==> src/rtl/matmul_sched_pkg.sv <==
// Shared types and helpers for the matmul tile scheduler.
package matmul_sched_pkg;

    localparam int DEFAULT_M     = 3;
    localparam int DEFAULT_DIM_W = 8;

    typedef enum logic [2:0] {
        S_IDLE,
        S_CHECK,
        S_LOAD,
        S_START,
        S_COMPUTE,
        S_WRITEBACK,
        S_ADVANCE,
        S_FINISH
    } sched_state_t;

    function automatic int unsigned min_u(input int unsigned a, input int unsigned b);
        return (a < b) ? a : b;
    endfunction

endpackage

==> src/rtl/matmul_tile_counter.sv <==
// Nested tile coordinate counters (tk innermost, then tc, then tr) with
// per-axis element bases, last-tile flags and edge-trimmed extents.
module matmul_tile_counter
    import matmul_sched_pkg::*;
#(
    parameter int M     = DEFAULT_M,
    parameter int DIM_W = DEFAULT_DIM_W
) (
    input  logic             clk,
    input  logic             reset,
    input  logic             cfg_load,
    input  logic [DIM_W-1:0] cfg_rows,
    input  logic [DIM_W-1:0] cfg_inner,
    input  logic [DIM_W-1:0] cfg_cols,
    input  logic             init,
    input  logic             step_k,
    input  logic             step_rc,
    output logic             any_zero,
    output logic             first_k,
    output logic             last_k,
    output logic             last_c,
    output logic             last_r,
    output logic [DIM_W-1:0] base_r,
    output logic [DIM_W-1:0] base_k,
    output logic [DIM_W-1:0] base_c,
    output logic [DIM_W-1:0] ext_r,
    output logic [DIM_W-1:0] ext_k,
    output logic [DIM_W-1:0] ext_c
);

    localparam logic [DIM_W-1:0] M_W = DIM_W'(M);

    logic [DIM_W-1:0] rows_q, inner_q, cols_q;
    logic [DIM_W-1:0] n_r, n_k, n_c;
    logic [DIM_W-1:0] tr, tc, tk;
    logic [DIM_W-1:0] rem_r, rem_k, rem_c;

    // ceil(d / M) without forming d + M - 1, so dims up to the type max cannot overflow
    function automatic logic [DIM_W-1:0] tile_count(input logic [DIM_W-1:0] d);
        return (d / M_W) + DIM_W'((d % M_W) != '0);
    endfunction

    assign any_zero = (rows_q == '0) || (inner_q == '0) || (cols_q == '0);
    assign first_k  = (tk == '0);
    assign last_k   = (tk == n_k - DIM_W'(1));
    assign last_c   = (tc == n_c - DIM_W'(1));
    assign last_r   = (tr == n_r - DIM_W'(1));

    assign base_r = tr * M_W;
    assign base_k = tk * M_W;
    assign base_c = tc * M_W;

    assign rem_r = rows_q  - base_r;
    assign rem_k = inner_q - base_k;
    assign rem_c = cols_q  - base_c;

    assign ext_r = DIM_W'(min_u(32'(rem_r), M));
    assign ext_k = DIM_W'(min_u(32'(rem_k), M));
    assign ext_c = DIM_W'(min_u(32'(rem_c), M));

    // Latch dims on job start, size the tile grid at check, then walk tk/tc/tr
    always_ff @(posedge clk or negedge reset) begin
        if (!reset) begin
            rows_q  <= '0;
            inner_q <= '0;
            cols_q  <= '0;
            n_r     <= '0;
            n_k     <= '0;
            n_c     <= '0;
            tr      <= '0;
            tc      <= '0;
            tk      <= '0;
        end else begin
            if (cfg_load) begin
                rows_q  <= cfg_rows;
                inner_q <= cfg_inner;
                cols_q  <= cfg_cols;
            end
            if (init) begin
                n_r <= tile_count(rows_q);
                n_k <= tile_count(inner_q);
                n_c <= tile_count(cols_q);
                tr  <= '0;
                tc  <= '0;
                tk  <= '0;
            end else if (step_k) begin
                tk <= tk + DIM_W'(1);
            end else if (step_rc) begin
                tk <= '0;
                if (last_c) begin
                    tc <= '0;
                    tr <= last_r ? '0 : tr + DIM_W'(1);
                end else begin
                    tc <= tc + DIM_W'(1);
                end
            end
        end
    end

endmodule

==> src/rtl/matmul_tile_scheduler.sv <==
// Control sequencer for C = A*W over an MxM tile engine: load, start,
// accumulate over inner tiles, write back each C tile, then advance.
module matmul_tile_scheduler
    import matmul_sched_pkg::*;
#(
    parameter int M     = DEFAULT_M,
    parameter int DIM_W = DEFAULT_DIM_W
) (
    input  logic             clk,
    input  logic             reset,
    input  logic             cfg_start,
    input  logic [DIM_W-1:0] cfg_rows,
    input  logic [DIM_W-1:0] cfg_inner,
    input  logic [DIM_W-1:0] cfg_cols,
    input  logic             cfg_output_stationary,
    output logic             busy,
    output logic             done,
    output logic             err,
    output logic             ld_req,
    output logic [DIM_W-1:0] ld_row_base,
    output logic [DIM_W-1:0] ld_inner_base,
    output logic [DIM_W-1:0] ld_col_base,
    input  logic             ld_ack,
    output logic             tile_start,
    output logic [DIM_W-1:0] tile_k1,
    output logic [DIM_W-1:0] tile_k2,
    output logic [DIM_W-1:0] tile_k3,
    output logic             tile_os,
    output logic             tile_accumulate,
    input  logic             tile_done,
    output logic             wb_req,
    output logic [DIM_W-1:0] wb_row_base,
    output logic [DIM_W-1:0] wb_col_base,
    output logic [DIM_W-1:0] wb_rows,
    output logic [DIM_W-1:0] wb_cols,
    input  logic             wb_ack
);

    sched_state_t state_q, state_d;
    logic         os_q, err_q;
    logic         cfg_load, init, step_k, step_rc;
    logic         any_zero, first_k, last_k, last_c, last_r;
    logic [DIM_W-1:0] base_r, base_k, base_c, ext_r, ext_k, ext_c;

    matmul_tile_counter #(
        .M     (M),
        .DIM_W (DIM_W)
    ) u_counter (
        .clk       (clk),
        .reset     (reset),
        .cfg_load  (cfg_load),
        .cfg_rows  (cfg_rows),
        .cfg_inner (cfg_inner),
        .cfg_cols  (cfg_cols),
        .init      (init),
        .step_k    (step_k),
        .step_rc   (step_rc),
        .any_zero  (any_zero),
        .first_k   (first_k),
        .last_k    (last_k),
        .last_c    (last_c),
        .last_r    (last_r),
        .base_r    (base_r),
        .base_k    (base_k),
        .base_c    (base_c),
        .ext_r     (ext_r),
        .ext_k     (ext_k),
        .ext_c     (ext_c)
    );

    // State register plus the latched dataflow mode and zero-dim flag
    always_ff @(posedge clk or negedge reset) begin
        if (!reset) begin
            state_q <= S_IDLE;
            os_q    <= 1'b0;
            err_q   <= 1'b0;
        end else begin
            state_q <= state_d;
            if (cfg_load) begin
                os_q <= cfg_output_stationary;
            end
            if (state_q == S_CHECK) begin
                err_q <= any_zero;
            end
        end
    end

    // Next-state and counter control; acks outside their waiting state fall through
    always_comb begin
        state_d  = state_q;
        cfg_load = 1'b0;
        init     = 1'b0;
        step_k   = 1'b0;
        step_rc  = 1'b0;
        unique case (state_q)
            S_IDLE: begin
                if (cfg_start) begin
                    cfg_load = 1'b1;
                    state_d  = S_CHECK;
                end
            end
            S_CHECK: begin
                init    = 1'b1;
                state_d = any_zero ? S_FINISH : S_LOAD;
            end
            S_LOAD: begin
                if (ld_ack) begin
                    state_d = S_START;
                end
            end
            S_START: begin
                state_d = S_COMPUTE;
            end
            S_COMPUTE: begin
                if (tile_done) begin
                    if (last_k) begin
                        state_d = S_WRITEBACK;
                    end else begin
                        step_k  = 1'b1;
                        state_d = S_LOAD;
                    end
                end
            end
            S_WRITEBACK: begin
                if (wb_ack) begin
                    state_d = S_ADVANCE;
                end
            end
            S_ADVANCE: begin
                step_rc = 1'b1;
                state_d = (last_c && last_r) ? S_FINISH : S_LOAD;
            end
            S_FINISH: begin
                state_d = S_IDLE;
            end
            default: begin
                state_d = S_IDLE;
            end
        endcase
    end

    assign busy = (state_q != S_IDLE) && (state_q != S_FINISH);
    assign done = (state_q == S_FINISH);
    assign err  = (state_q == S_FINISH) && err_q;

    assign ld_req        = (state_q == S_LOAD);
    assign ld_row_base   = base_r;
    assign ld_inner_base = base_k;
    assign ld_col_base   = base_c;

    assign tile_start      = (state_q == S_START);
    assign tile_k1         = tile_start ? ext_r : '0;
    assign tile_k2         = tile_start ? ext_k : '0;
    assign tile_k3         = tile_start ? ext_c : '0;
    assign tile_os         = os_q;
    assign tile_accumulate = tile_start && !first_k;

    assign wb_req      = (state_q == S_WRITEBACK);
    assign wb_row_base = base_r;
    assign wb_col_base = base_c;
    assign wb_rows     = wb_req ? ext_r : '0;
    assign wb_cols     = wb_req ? ext_c : '0;

endmodule

==> config.mk <==
export PLATFORM = sky130hd
export DESIGN_NAME = matmul_tile_scheduler
export DESIGN_NICKNAME = d
export VERILOG_FILES = /design/src/rtl/matmul_sched_pkg.sv /design/src/rtl/matmul_tile_counter.sv /design/src/rtl/matmul_tile_scheduler.sv
export SDC_FILE = /design/constraint.sdc
export NUM_CORES = 1
export LEC_CHECK = 0
export ABC_CLOCK_PERIOD_IN_PS = 15000
export CORE_ASPECT_RATIO = 1.75
export CORE_MARGIN = 3
export CORE_UTILIZATION = 61
export CTS_CLUSTER_DIAMETER = 80
export CTS_CLUSTER_SIZE = 25
export DETAILED_ROUTE_END_ITERATION = 12
export PLACE_DENSITY = 0.88
export SYNTH_ARGS = -nofsm -noshare
export SYNTH_HDL_FRONTEND = slang
export SYNTH_SLANG_ARGS = --single-unit
==> constraint.sdc <==
create_clock -name clk -period 15 [get_ports clk]
set_clock_uncertainty 0.15 [all_clocks]
set_input_delay 1.5 -clock clk [delete_from_list [all_inputs] [get_ports clk]]
set_output_delay 1.5 -clock clk [all_outputs]
set_load 0.005 [all_outputs]
==> key figures <==
Cells and area
  • Ant. Diodes: 0
  • Design area: 9460 µm²
  • Most common cell after layout, fill and taps aside: nand2_1
  • Nets: around 1200
  • Layout area overhead: 11.3%
  • FILL cells: 1101
  • Most frequent cells in the layout: 95 x nand2_1, 87 x clkdlybuf4s50_1, 77 x inv_1, 77 x dfrtp_1, 75 x o21ai_0
  • Layout cells sized above 1: about 4.6%

STA
  • Worst-Margin Slew: between 1000 and 1500 ps
  • Slew Viols, Final: 0
  • Relative slew slack: a little over a quarter
  • RSZ-0062 raised after global routing: no
  • Setup-failing EPs final: 0
  • Final period utilization: 41.3%
  • Max Clk Rate: about 160 MHz
  • Hold slack: ~350 ps
  • Fin. Hold Viols: 0
  • Sum Neg Setup Slack: 0 ps
  • Final Critical Period: approximately 6200 ps

Power and ir drop
  • Peak VDD IR: between 0.15 and 0.2 mV
  • Internal power: around 0.0013 W
  • Clk network pwr share: between 8 and 9%
  • Lkg Pwr: around 4.0 nW
  • Pwr/cell area: approximately 270 nW/µm²
  • Combinational share of power: a little under three quarters
  • Sw frac: between 40% and 50%
  • Final Power: 0.00258 W
  • Sequential cell fraction of total power: between 20% and 30%
  • Net Switching: 0.00129 W

Yosys
  • Synth cell types: 88
  • Largest cells by area after synthesis: dfrtp_1 23%, ha_1 8.5%, o21ai_0 4.4%
  • Number of synthesized flops with an enable pin: 0
  • Top cell type's share of synthesized area: a little under a quarter
  • Main synth FF type: dfrtp_1
  • Synthesized area: 8500 µm²
  • Seq/Total Area, Yosys: 22.7%
  • Seq cells post-synth: a little under 80
  • Syn Area/Cell: about 8 µm²
  • Yosys warns: 0
  • Async SR Flop Fraction: 100%
  • Area leader, netlist: dfrtp_1
  • Cell count after synthesis: around 1100

Job
  • Max_cap viols: 0

Worst setup path
  • Setup crit start kind: flip-flop
  • Delay-heaviest family, CP: compound AO/OA/AOI/OAI gates
  • Crit path from: u_counter.tc[0]$_DFFE_PN0P_
  • WP data arrival: around 4600 ps
  • Peak fanout along the critical path: 10
  • Cell mode on critical path: ha_1
  • Worst R2R Start: u_counter.rows_q[4]$_DFFE_PN0P_
  • CP peak stage delay: between 400 and 500 ps
  • Crit path cell chain: ha_1 > fa_1 > xor2_1 > inv_1 > ha_1 > o21ai_0 > a21boi_0 > o21a_1 > or3_1 > a221o_1 > a211oi_1 > a21oi_1 > clkdlybuf4s50_1
  • Setup crit end kind: primary output
  • Worst EP required: roughly 13000 ps
  • WS Path Type: reg2out
  • Buffer and inverter count on the worst path: 2
  • Slowest CP cell: dfrtp_1

Floorplanning
  • Die H: around 160 µm
  • DIE WIDTH: approximately 95 µm
  • Die area: 15400 µm²
  • Io pins: between 100 and 150
  • Row count: between 50 and 60
  • Core footprint: roughly 14000 µm²
  • Starting density of the core: a little over three fifths

Global route
  • Total grt overflow: 0
  • Wire length of the first global-routing pass: between 30 and 40 mm
  • Largest net degree at the start of global routing: 53
  • Via count of the first global-routing pass: about 7700
  • GRT Util Overall: a little over a quarter
  • Initial antenna violation count: 0

CTS
  • Post-cts sizing count: 0
  • Clk_lat worst skew: ~350 ps
  • Post-CTS setup buffers: 0
  • Total CTS buffers: 9
  • CTS tree: done
  • H-Tree Depth: 3
  • Clock Path Buffers: 2
  • Clock Pin Slew Worst Setup and Hold Paths: 60 ps
  • CTS Hold Bufs: 0
  • CTS root buf: clkbuf_16
  • Clk sink count: 77

Drt
  • DRC: 0
  • Via/cell ratio: between 6 and 7
  • Pre-Repair DR Iteration Count: 6
  • Routed Antenna Nets: 0
  • Post-Route WL: 21.0 mm
  • Initial drt markers: approximately 470
  • Vias: about 8000
  • Average routed wire per standard cell: around 16 µm

Place
  • Detailed placement HPWL: 15.9 mm
  • Port Buffers: 88
  • Placer Congestion: approximately 0.96
  • Placed cell area: between 9000 and 10000 µm²

Hold path
  • Hold_sp: err_q$_DFFE_PN0N_
  • Hold/Removal Path Class: reg2reg

Status
  • Status: finished, final reports clean
## cell usage after synthesis (20+ instances only)
cell      number
xnor2_1       40
nand2_1       95
nor2_1        44
inv_1         77
o21ai_0       75
ha_1          58
clkbuf_1      34
dfrtp_1       77
nand3_1       22
nor2b_1       20
nor3_1        38
a21oi_1       72
buf_4         49
xor2_1        31
## layer usage
metal / share of wire, % / vias up / global-route usage, % / wire (µm)
met3: 5.3 / 70 / 4.54 / 1120
met4: 4.1 / 0 / 13.7 / 852
li1: - / 3893 / - / -
met5: 0 / - / 0 / 0
met1: 37 / 3784 / 28.7 / 7720
met2: 54 / 273 / 51.2 / 11300
## final timing paths
kind,end,slack (ps),cells after the start
worst min register to register,err_q$_DFFE_PN0N_,350,1
worst max-delay path,wb_cols[1],8800,13
min in group asynchronous,u_counter.tr[6]$_DFFE_PN0P_,910,1
worst min-delay path,err_q$_DFFE_PN0N_,350,1
worst max register to register,u_counter.n_r[4]$_DFFE_PN0N_,9330,19
max in group asynchronous,u_counter.rows_q[6]$_DFFE_PN0P_,12780,2
## final cells by class
type / instances / area, µm² / area share, %
clock inverter: 4 / 47.5 / 0.503
inverter: 78 / 293 / 3.10
sequential: 77 / 1930 / 20.4
timing repair buffer: 91 / 901 / 9.52
multi-input combinational: 850 / 5820 / 61.5
tap: 174 / 218 / 2.30
clock buffer: 11 / 253 / 2.67
## power by group through the flow
stage	logic (W)	clock network, W	registers (W)
after global routing	0.00206	0.000234	0.000539
final	0.00184	0.000224	0.000516
after detailed placement	0.00181	0	0.000514
after global placement	0.00177	0	0.000509
after floorplan	0.00153	0	0.000365
after CTS	0.00183	0.000227	0.000510
## through the flow
step / utilization, % / instances / worst slack [ps]
6_report: 69.9 / 1285 / 8800
5_1_grt: 69.9 / 1285 / 8580
4_1_cts: 69.9 / 1285 / 8830
3_5_place_dp: 67.7 / 1270 / 9310
3_3_place_gp: 67.7 / 1270 / 9350
2_1_floorplan: - / 1106 / 10070
## state kept, by name, indices dropped and copies added (netlist names)
| name | flops |
|---|---|
| state_q | 3 |
| u_counter.n_k | 8 |
| u_counter.tk | 8 |
| err_q | 1 |
| u_counter.inner_q | 8 |
| u_counter.tc | 8 |
| u_counter.rows_q | 8 |
| u_counter.tr | 8 |
| u_counter.n_r | 8 |
| u_counter.n_c | 8 |
| u_counter.cols_q | 8 |
| tile_os | 1 |
## worst register-to-register path, stage by stage (launching register included)
cell	delay [ps]
dfrtp_1	710
clkinv_1	430
a211oi_1	270
nor3_1	110
nor3_1	550
inv_1	110
ha_1	300
a2111oi_2	680
o211ai_1	200
o21ai_0	130
ha_1	270
nor2_1	70
maj3_1	350
a32oi_1	180
o2111ai_1	150
ha_1	220
ha_1	210
nor3b_1	160
xor2_1	170
o21ai_0	80
## cell families (layout without fill, tap and decap cells)
group           count (synthesis)  in the layout  share of synthesized area [%]
buf+inv                       179            184                           10.2
mux                            20             20                           2.58
flops                          77             77                           22.7
xor+xnor                       73             73                           7.84
fa+ha+maj                      66             66                           10.2
compound gates                329            329                           25.9
simple gates                  332            332                           20.6
other cells                     1             30                         0.0441
Note: power is estimated with default switching activity, not from simulation.
